### src/rtl/hazard_pkg.sv
// Shared definitions for the forwarding / hazard unit: multdiv FSM encoding and
// the register that an excepting stage writes by default.
package hazard_pkg;

    typedef enum logic [1:0] {
        MD_IDLE = 2'd0,
        MD_BUSY = 2'd1,
        MD_WB   = 2'd2
    } md_state_t;

    localparam int EXC_REG_DEFAULT = 30;

endpackage

### src/rtl/fwd_mux.sv
// One ALU operand select: youngest matching stage wins, then multdiv writeback,
// then the register-file value latched in DX.
module fwd_mux #(
    parameter int DATA_W  = 32,
    parameter int REG_AW  = 5,
    parameter int NUM_FWD = 2
) (
    input  logic [REG_AW-1:0]         rs,
    input  logic                      vld,
    input  logic [NUM_FWD-1:0]        we,
    input  logic [NUM_FWD*REG_AW-1:0] rd,
    input  logic [NUM_FWD*DATA_W-1:0] data,
    input  logic                      md_vld,
    input  logic [REG_AW-1:0]         md_rd,
    input  logic [DATA_W-1:0]         md_data,
    input  logic [DATA_W-1:0]         rf_data,
    output logic [DATA_W-1:0]         y
);

    logic can_fwd;

    assign can_fwd = vld && (rs != '0);

    // Walk oldest to youngest so the lowest matching index overrides.
    always_comb begin
        y = rf_data;
        if (can_fwd && md_vld && (md_rd == rs))
            y = md_data;
        for (int i = NUM_FWD - 1; i >= 0; i--) begin
            if (can_fwd && we[i] && (rd[i*REG_AW +: REG_AW] == rs))
                y = data[i*DATA_W +: DATA_W];
        end
    end

endmodule

### src/rtl/fwd_hazard_unit.sv
// Operand/store-data forwarding, load-use and multdiv interlocks, and a
// saturating stall counter for a simple in-order pipeline.
module fwd_hazard_unit
    import hazard_pkg::*;
#(
    parameter int DATA_W  = 32,
    parameter int REG_AW  = 5,
    parameter int NUM_FWD = 2,
    parameter int EXC_REG = EXC_REG_DEFAULT,
    parameter int CNT_W   = 16
) (
    input  logic                      clock,
    input  logic                      reset,
    input  logic [REG_AW-1:0]         dx_rs1,
    input  logic [REG_AW-1:0]         dx_rs2,
    input  logic                      dx_rs1_vld,
    input  logic                      dx_rs2_vld,
    input  logic [DATA_W-1:0]         dx_a,
    input  logic [DATA_W-1:0]         dx_b,
    input  logic [NUM_FWD-1:0]        stg_we,
    input  logic [NUM_FWD*REG_AW-1:0] stg_rd,
    input  logic [NUM_FWD*DATA_W-1:0] stg_data,
    input  logic [NUM_FWD-1:0]        stg_exc,
    input  logic [NUM_FWD-1:0]        stg_load,
    input  logic                      xm_sw,
    input  logic [REG_AW-1:0]         xm_sw_rd,
    input  logic [DATA_W-1:0]         xm_sw_data,
    input  logic                      md_start,
    input  logic [REG_AW-1:0]         md_rd,
    input  logic                      md_rdy,
    input  logic [DATA_W-1:0]         md_result,
    output logic [DATA_W-1:0]         alu_a,
    output logic [DATA_W-1:0]         alu_b,
    output logic [DATA_W-1:0]         dmem_data,
    output logic                      stall,
    output logic                      md_busy,
    output logic                      md_wb_en,
    output logic [REG_AW-1:0]         md_wb_rd,
    output logic [CNT_W-1:0]          stall_cycles
);

    // state   | meaning
    // MD_IDLE | no multdiv in flight; md_start captured unless stalled
    // MD_BUSY | unit computing; consumers of md_rd_q and new starts stall
    // MD_WB   | result on md_result for one cycle, forwarded and written back

    md_state_t                 state, state_nxt;
    logic [REG_AW-1:0]         md_rd_q;
    logic [NUM_FWD-1:0]        we_eff;
    logic [NUM_FWD*REG_AW-1:0] rd_eff;
    logic [REG_AW-1:0]         rd0;
    logic                      load_use;
    logic                      md_hazard;

    // An excepting stage writes EXC_REG regardless of its own destination.
    always_comb begin
        we_eff = '0;
        rd_eff = '0;
        for (int i = 0; i < NUM_FWD; i++) begin
            we_eff[i] = stg_we[i] | stg_exc[i];
            rd_eff[i*REG_AW +: REG_AW] = stg_exc[i] ? REG_AW'(EXC_REG)
                                                    : stg_rd[i*REG_AW +: REG_AW];
        end
    end

    assign rd0 = rd_eff[REG_AW-1:0];

    assign load_use = stg_load[0] && we_eff[0] && (rd0 != '0) &&
                      ((dx_rs1_vld && (dx_rs1 == rd0)) ||
                       (dx_rs2_vld && (dx_rs2 == rd0)));

    assign md_hazard = (state == MD_BUSY) &&
                       (md_start ||
                        ((md_rd_q != '0) &&
                         ((dx_rs1_vld && (dx_rs1 == md_rd_q)) ||
                          (dx_rs2_vld && (dx_rs2 == md_rd_q)))));

    assign stall = load_use || md_hazard;

    always_ff @(posedge clock) begin
        if (reset) begin
            state   <= MD_IDLE;
            md_rd_q <= '0;
        end else begin
            state <= state_nxt;
            if ((state == MD_IDLE) && md_start && !stall)
                md_rd_q <= md_rd;
        end
    end

    always_comb begin
        state_nxt = state;
        case (state)
            MD_IDLE: if (md_start && !stall) state_nxt = MD_BUSY;
            MD_BUSY: if (md_rdy)             state_nxt = MD_WB;
            MD_WB:                           state_nxt = MD_IDLE;
            default:                         state_nxt = MD_IDLE;
        endcase
    end

    always_comb begin
        md_busy  = 1'b0;
        md_wb_en = 1'b0;
        md_wb_rd = '0;
        case (state)
            MD_BUSY: md_busy = 1'b1;
            MD_WB: begin
                md_wb_en = 1'b1;
                md_wb_rd = md_rd_q;
            end
            default: ;
        endcase
    end

    always_ff @(posedge clock) begin
        if (reset)
            stall_cycles <= '0;
        else if (stall && (stall_cycles != '1))
            stall_cycles <= stall_cycles + 1'b1;
    end

    fwd_mux #(.DATA_W(DATA_W), .REG_AW(REG_AW), .NUM_FWD(NUM_FWD)) u_mux_a (
        .rs      (dx_rs1),
        .vld     (dx_rs1_vld),
        .we      (we_eff),
        .rd      (rd_eff),
        .data    (stg_data),
        .md_vld  (md_wb_en),
        .md_rd   (md_wb_rd),
        .md_data (md_result),
        .rf_data (dx_a),
        .y       (alu_a)
    );

    fwd_mux #(.DATA_W(DATA_W), .REG_AW(REG_AW), .NUM_FWD(NUM_FWD)) u_mux_b (
        .rs      (dx_rs2),
        .vld     (dx_rs2_vld),
        .we      (we_eff),
        .rd      (rd_eff),
        .data    (stg_data),
        .md_vld  (md_wb_en),
        .md_rd   (md_wb_rd),
        .md_data (md_result),
        .rf_data (dx_b),
        .y       (alu_b)
    );

    // Store data only looks at stages behind XM; XM itself is the store.
    always_comb begin
        dmem_data = xm_sw_data;
        for (int i = NUM_FWD - 1; i >= 1; i--) begin
            if (xm_sw && we_eff[i] && (xm_sw_rd != '0) &&
                (rd_eff[i*REG_AW +: REG_AW] == xm_sw_rd))
                dmem_data = stg_data[i*DATA_W +: DATA_W];
        end
    end

endmodule

### config.mk
export PLATFORM = sky130hd
export DESIGN_NAME = fwd_hazard_unit
export DESIGN_NICKNAME = d
export VERILOG_FILES = /design/src/rtl/hazard_pkg.sv /design/src/rtl/fwd_mux.sv /design/src/rtl/fwd_hazard_unit.sv
export SDC_FILE = /design/constraint.sdc
export NUM_CORES = 1
export LEC_CHECK = 0
export BUFFER_PORTS_ARGS = -buffer_cell sky130_fd_sc_hd__buf_2
export CORE_AREA = 4 4 137 139
export CTS_BUF_LIST = sky130_fd_sc_hd__clkbuf_2 sky130_fd_sc_hd__clkbuf_4 sky130_fd_sc_hd__clkbuf_8
export DETAILED_ROUTE_END_ITERATION = 7
export DIE_AREA = 0 0 141 143
export SETUP_SLACK_MARGIN = 0.1
export SLEW_MARGIN = 10
export SYNTH_ARGS = -nofsm -noshare
export SYNTH_HDL_FRONTEND = slang
export SYNTH_SLANG_ARGS = --single-unit
### constraint.sdc
create_clock -name clock -period 2.9 [get_ports clock]
set_input_delay 0.435 -clock clock [delete_from_list [all_inputs] [get_ports clock]]
set_output_delay 0.435 -clock clock [all_outputs]
set_load 0.01 [all_outputs]
==> results.py <==
metrics = {
    "outcome": {
        "status": "complete, no violations",
    },
    "synth": {
        "synth_edf_count": 0,
        "synth_ff_type": "dfxtp_1",
        "synth_nets": 882,
        "synth_area_per_cell_um2": 6.61,
        "synth-seq-cells": 23,
        "syn_inst": 646,
        "synth.distinct_cells": 56,
        "yosys_warnings": 0,
        "syn_area_mm2": 0.00427,
        "async_flop_share_pct": 0,
        "synth-seq-area-share_pct": 10.8,
    },
    "clock_network": {
        "clock-root-buffer": "clkbuf_8",
        "numCtsBuffers": 3,
        "cts.path.max_buffers": 2,
        "ctsHoldBuffers": 0,
        "clock_latency_ps": 270,
        "clk_pin_slew_ps": 70,
        "cts_tree": "yes",
        "htreeDepth": 1,
        "cts.sinks": 23,
    },
    "cells_and_area": {
        "area_growth_pct": 81.5,
        "stdcell_area_mm2": 0.00775,
        "fillCellCount": 1776,
        "utilization_pct": 43.9,
        "drive_gt1_share_pct": 51.6,
        "finalNetCount": 1272,
    },
    "power_and_ir_drop": {
        "p_per_area_mw_per_mm2": 166,
        "leakagePower_nw": 3.60,
        "swShare_pct": 38.0,
        "ir_drop_mv": 0.152,
        "power_mw": 1.29,
        "seq_power_share_pct": 25.9,
        "power_frac_comb_pct": 58.9,
        "switchingPower_mw": 0.490,
        "p_int_mw": 0.800,
        "power_frac_clock_pct": 15.2,
    },
    "drt": {
        "first_iter_violations": 333,
        "via_per_inst": 5.02,
        "drc_errors": 0,
        "ant_nets": 0,
        "first_pass_iters": 5,
        "post_drt_wl_per_cell_um": 18.9,
        "vias": 6352,
        "wirelength_mm": 23.9,
    },
    "grt": {
        "grt_max_degree": 31,
        "grt_overflow": 0,
        "grt_use_total_pct": 19.5,
        "grt_pass1_vias": 5721,
        "grt_pass1_wl_mm": 31.4,
        "antenna_found_initial": 1,
    },
    "min_path": {
        "hold_class": "input pin to flop",
    },
    "critical_path": {
        "required_ps": 2470,
        "worstPathArrival_ps": 2420,
        "path_class": "input pin to primary output",
        "cp-end-kind": "primary output",
        "crit_fanout": 6,
        "cp-start-kind": "input pin",
    },
    "timing": {
        "rsz0062_at_grt": "true",
        "setup_viol": 0,
        "hold_viol": 0,
        "finalClockSkew_ps": 7.03,
        "fin_setup_tns_ps": 0,
        "slew_violations": 0,
        "tightest_slew_ps": 563,
        "post-route-period-util_pct": 98.4,
        "finalCriticalPeriod_ps": 2850,
        "slew_headroom_pct": 62.2,
        "fmax_ghz": 0.350,
    },
    "placed_design": {
        "portBuffers": 353,
        "hpwl_mm": 16.6,
        "place.gp.congestion": 0.862,
        "place_area_mm2": 0.00660,
    },
    "floorplan": {
        "initial_core_util_pct": 24.2,
        "die_height_um": 143,
        "core_mm2": 0.0177,
        "ios": 355,
        "die_x_um": 141,
        "dieArea_mm2": 0.0202,
        "num_rows": 49,
    },
    "job": {
        "maxCapViolCount": 0,
    },
}
[stage by stage]
| stage | worst slack, ps | std cells | hold WS (ps) |
|---|---|---|---|
| after floorplan | 105 | 646 | 504 |
| after global placement | -55.8 | 1222 | 479 |
| after detailed placement | -45.5 | 1222 | 482 |
| after CTS | 49.5 | 1247 | 403 |
| after global routing | -15.3 | 1265 | 424 |
| final | 46.1 | 1265 | 409 |
[synthesized netlist by cell type (2+ instances only)]
cell type / count / share of area (%)
a31oi_1: 2 / 0.29
xnor2_1: 19 / 3.9
nand2b_1: 6 / 0.88
or4_1: 6 / 1.1
o31ai_1: 2 / 0.35
o21a_1: 4 / 0.70
o32ai_1: 2 / 0.41
clkbuf_1: 40 / 3.5
inv_1: 7 / 0.62
a21o_1: 6 / 1.1
nor4_1: 6 / 0.88
nor2_1: 23 / 2.0
nand2_1: 138 / 12
buf_6: 3 / 0.79
a21oi_1: 15 / 1.8
dfxtp_1: 23 / 11
o22ai_1: 4 / 0.59
or3_1: 4 / 0.59
o21ai_0: 135 / 16
and2_1: 9 / 1.3
nand4_1: 4 / 0.59
nor2b_1: 8 / 1.2
mux2_2: 38 / 10
a221oi_2: 2 / 0.70
nand3_1: 14 / 1.6
o211ai_1: 2 / 0.35
xor2_1: 4 / 0.82
and4_1: 2 / 0.41
a22oi_1: 3 / 0.53
a22o_1: 2 / 0.41
buf_2: 7 / 0.82
mux2i_1: 70 / 16
nor4b_1: 3 / 0.62
nor3_1: 8 / 0.94
and3_1: 4 / 0.59
[what timing repair did]
item,in CTS,in global routing
pin swaps,17,37
setup endpoints to repair,62,81
gates cloned,7,12
setup buffers,15,6
resized for setup,67,106
[cells in the final DEF, fill, tap and decap left out, drive strengths merged, types with 5 or more instances in the layout]
master / count
and2: 10
a21oi: 15
buf: 421
nor2b: 8
a21o: 7
nand2: 138
nand3: 14
inv: 7
nor3: 8
dfxtp: 23
or4: 7
clkbuf: 17
mux2: 38
nor2: 23
mux2i: 70
nor4: 7
o22ai: 5
o21ai: 136
nand2b: 6
xnor2: 19
[final timing paths]
| check | from | to | slack [ps] | depth (start not counted) |
|---|---|---|---|---|
| hold / removal | md_rd[2] | md_rd_q[2] | 410 | 3 |
| hold reg to reg | stall_cycles[13] | stall_cycles[13] | 490 | 2 |
| setup / recovery | dx_rs1[3] | alu_a[0] | 50 | 12 |
| setup reg to reg | stall_cycles[0] | stall_cycles[7] | 470 | 9 |
[critical path, cell delays in order]
cell	delay, ps
buf_8	90
or4_4	540
o21ai_4	170
buf_6	130
nor4_4	50
buf_12	150
buf_12	140
mux2i_2	250
nand2_1	120
o21ai_0	90
o21ai_1	80
buf_2	160
[power by group through the flow]
stage,Combinational [mW],Sequential (mW),Clock (mW)
after global placement,0.661,0.341,0
after floorplan,0.306,0.339,0
after global routing,0.825,0.336,0.219
after detailed placement,0.666,0.341,0
after CTS,0.709,0.334,0.206
final,0.759,0.334,0.197
[logic make-up after synthesis]
kind of cell / count (synthesis) / share of synthesized area, %
xor gates and xnor gates: 23 / 4.72
muxes: 108 / 26.4
DFF: 23 / 10.8
buffers and inverters: 58 / 5.83
adders and majority gates: 1 / 0.293
and+or+nand+nor: 244 / 26.8
AOI/OAI and AO/OA: 189 / 25.2
[sequential cells by signal, indices dropped and copies added (netlist names)]
register,flops
state,2
md_rd_q,5
stall_cycles,16
[metal layers]
| layer | up-vias | wire (µm) | share of wire, % | track usage, % |
|---|---|---|---|---|
| li1 | 3100 | - | - | - |
| met1 | 2899 | 10400 | 44 | 26.0 |
| met2 | 318 | 11100 | 46 | 31.7 |
| met3 | 35 | 2010 | 8.4 | 4.02 |
| met4 | 0 | 440 | 1.8 | 5.71 |
| met5 | - | 0 | 0 | 0 |
[area by class of cell]
cell class / count / area, µm² / area share [%]
Timing Repair Buffer: 436 / 3080 / 39.8
Tap cell: 229 / 287 / 3.70
Antenna cell: 1 / 2.50 / 0.0323
Multi-Input combinational cell: 565 / 3840 / 49.6
Inverter: 7 / 26.3 / 0.339
Clock inverter: 1 / 5.00 / 0.0646
Sequential cell: 23 / 464 / 5.99
Clock buffer: 3 / 41.3 / 0.533
Power figures use the tool's default switching activity.
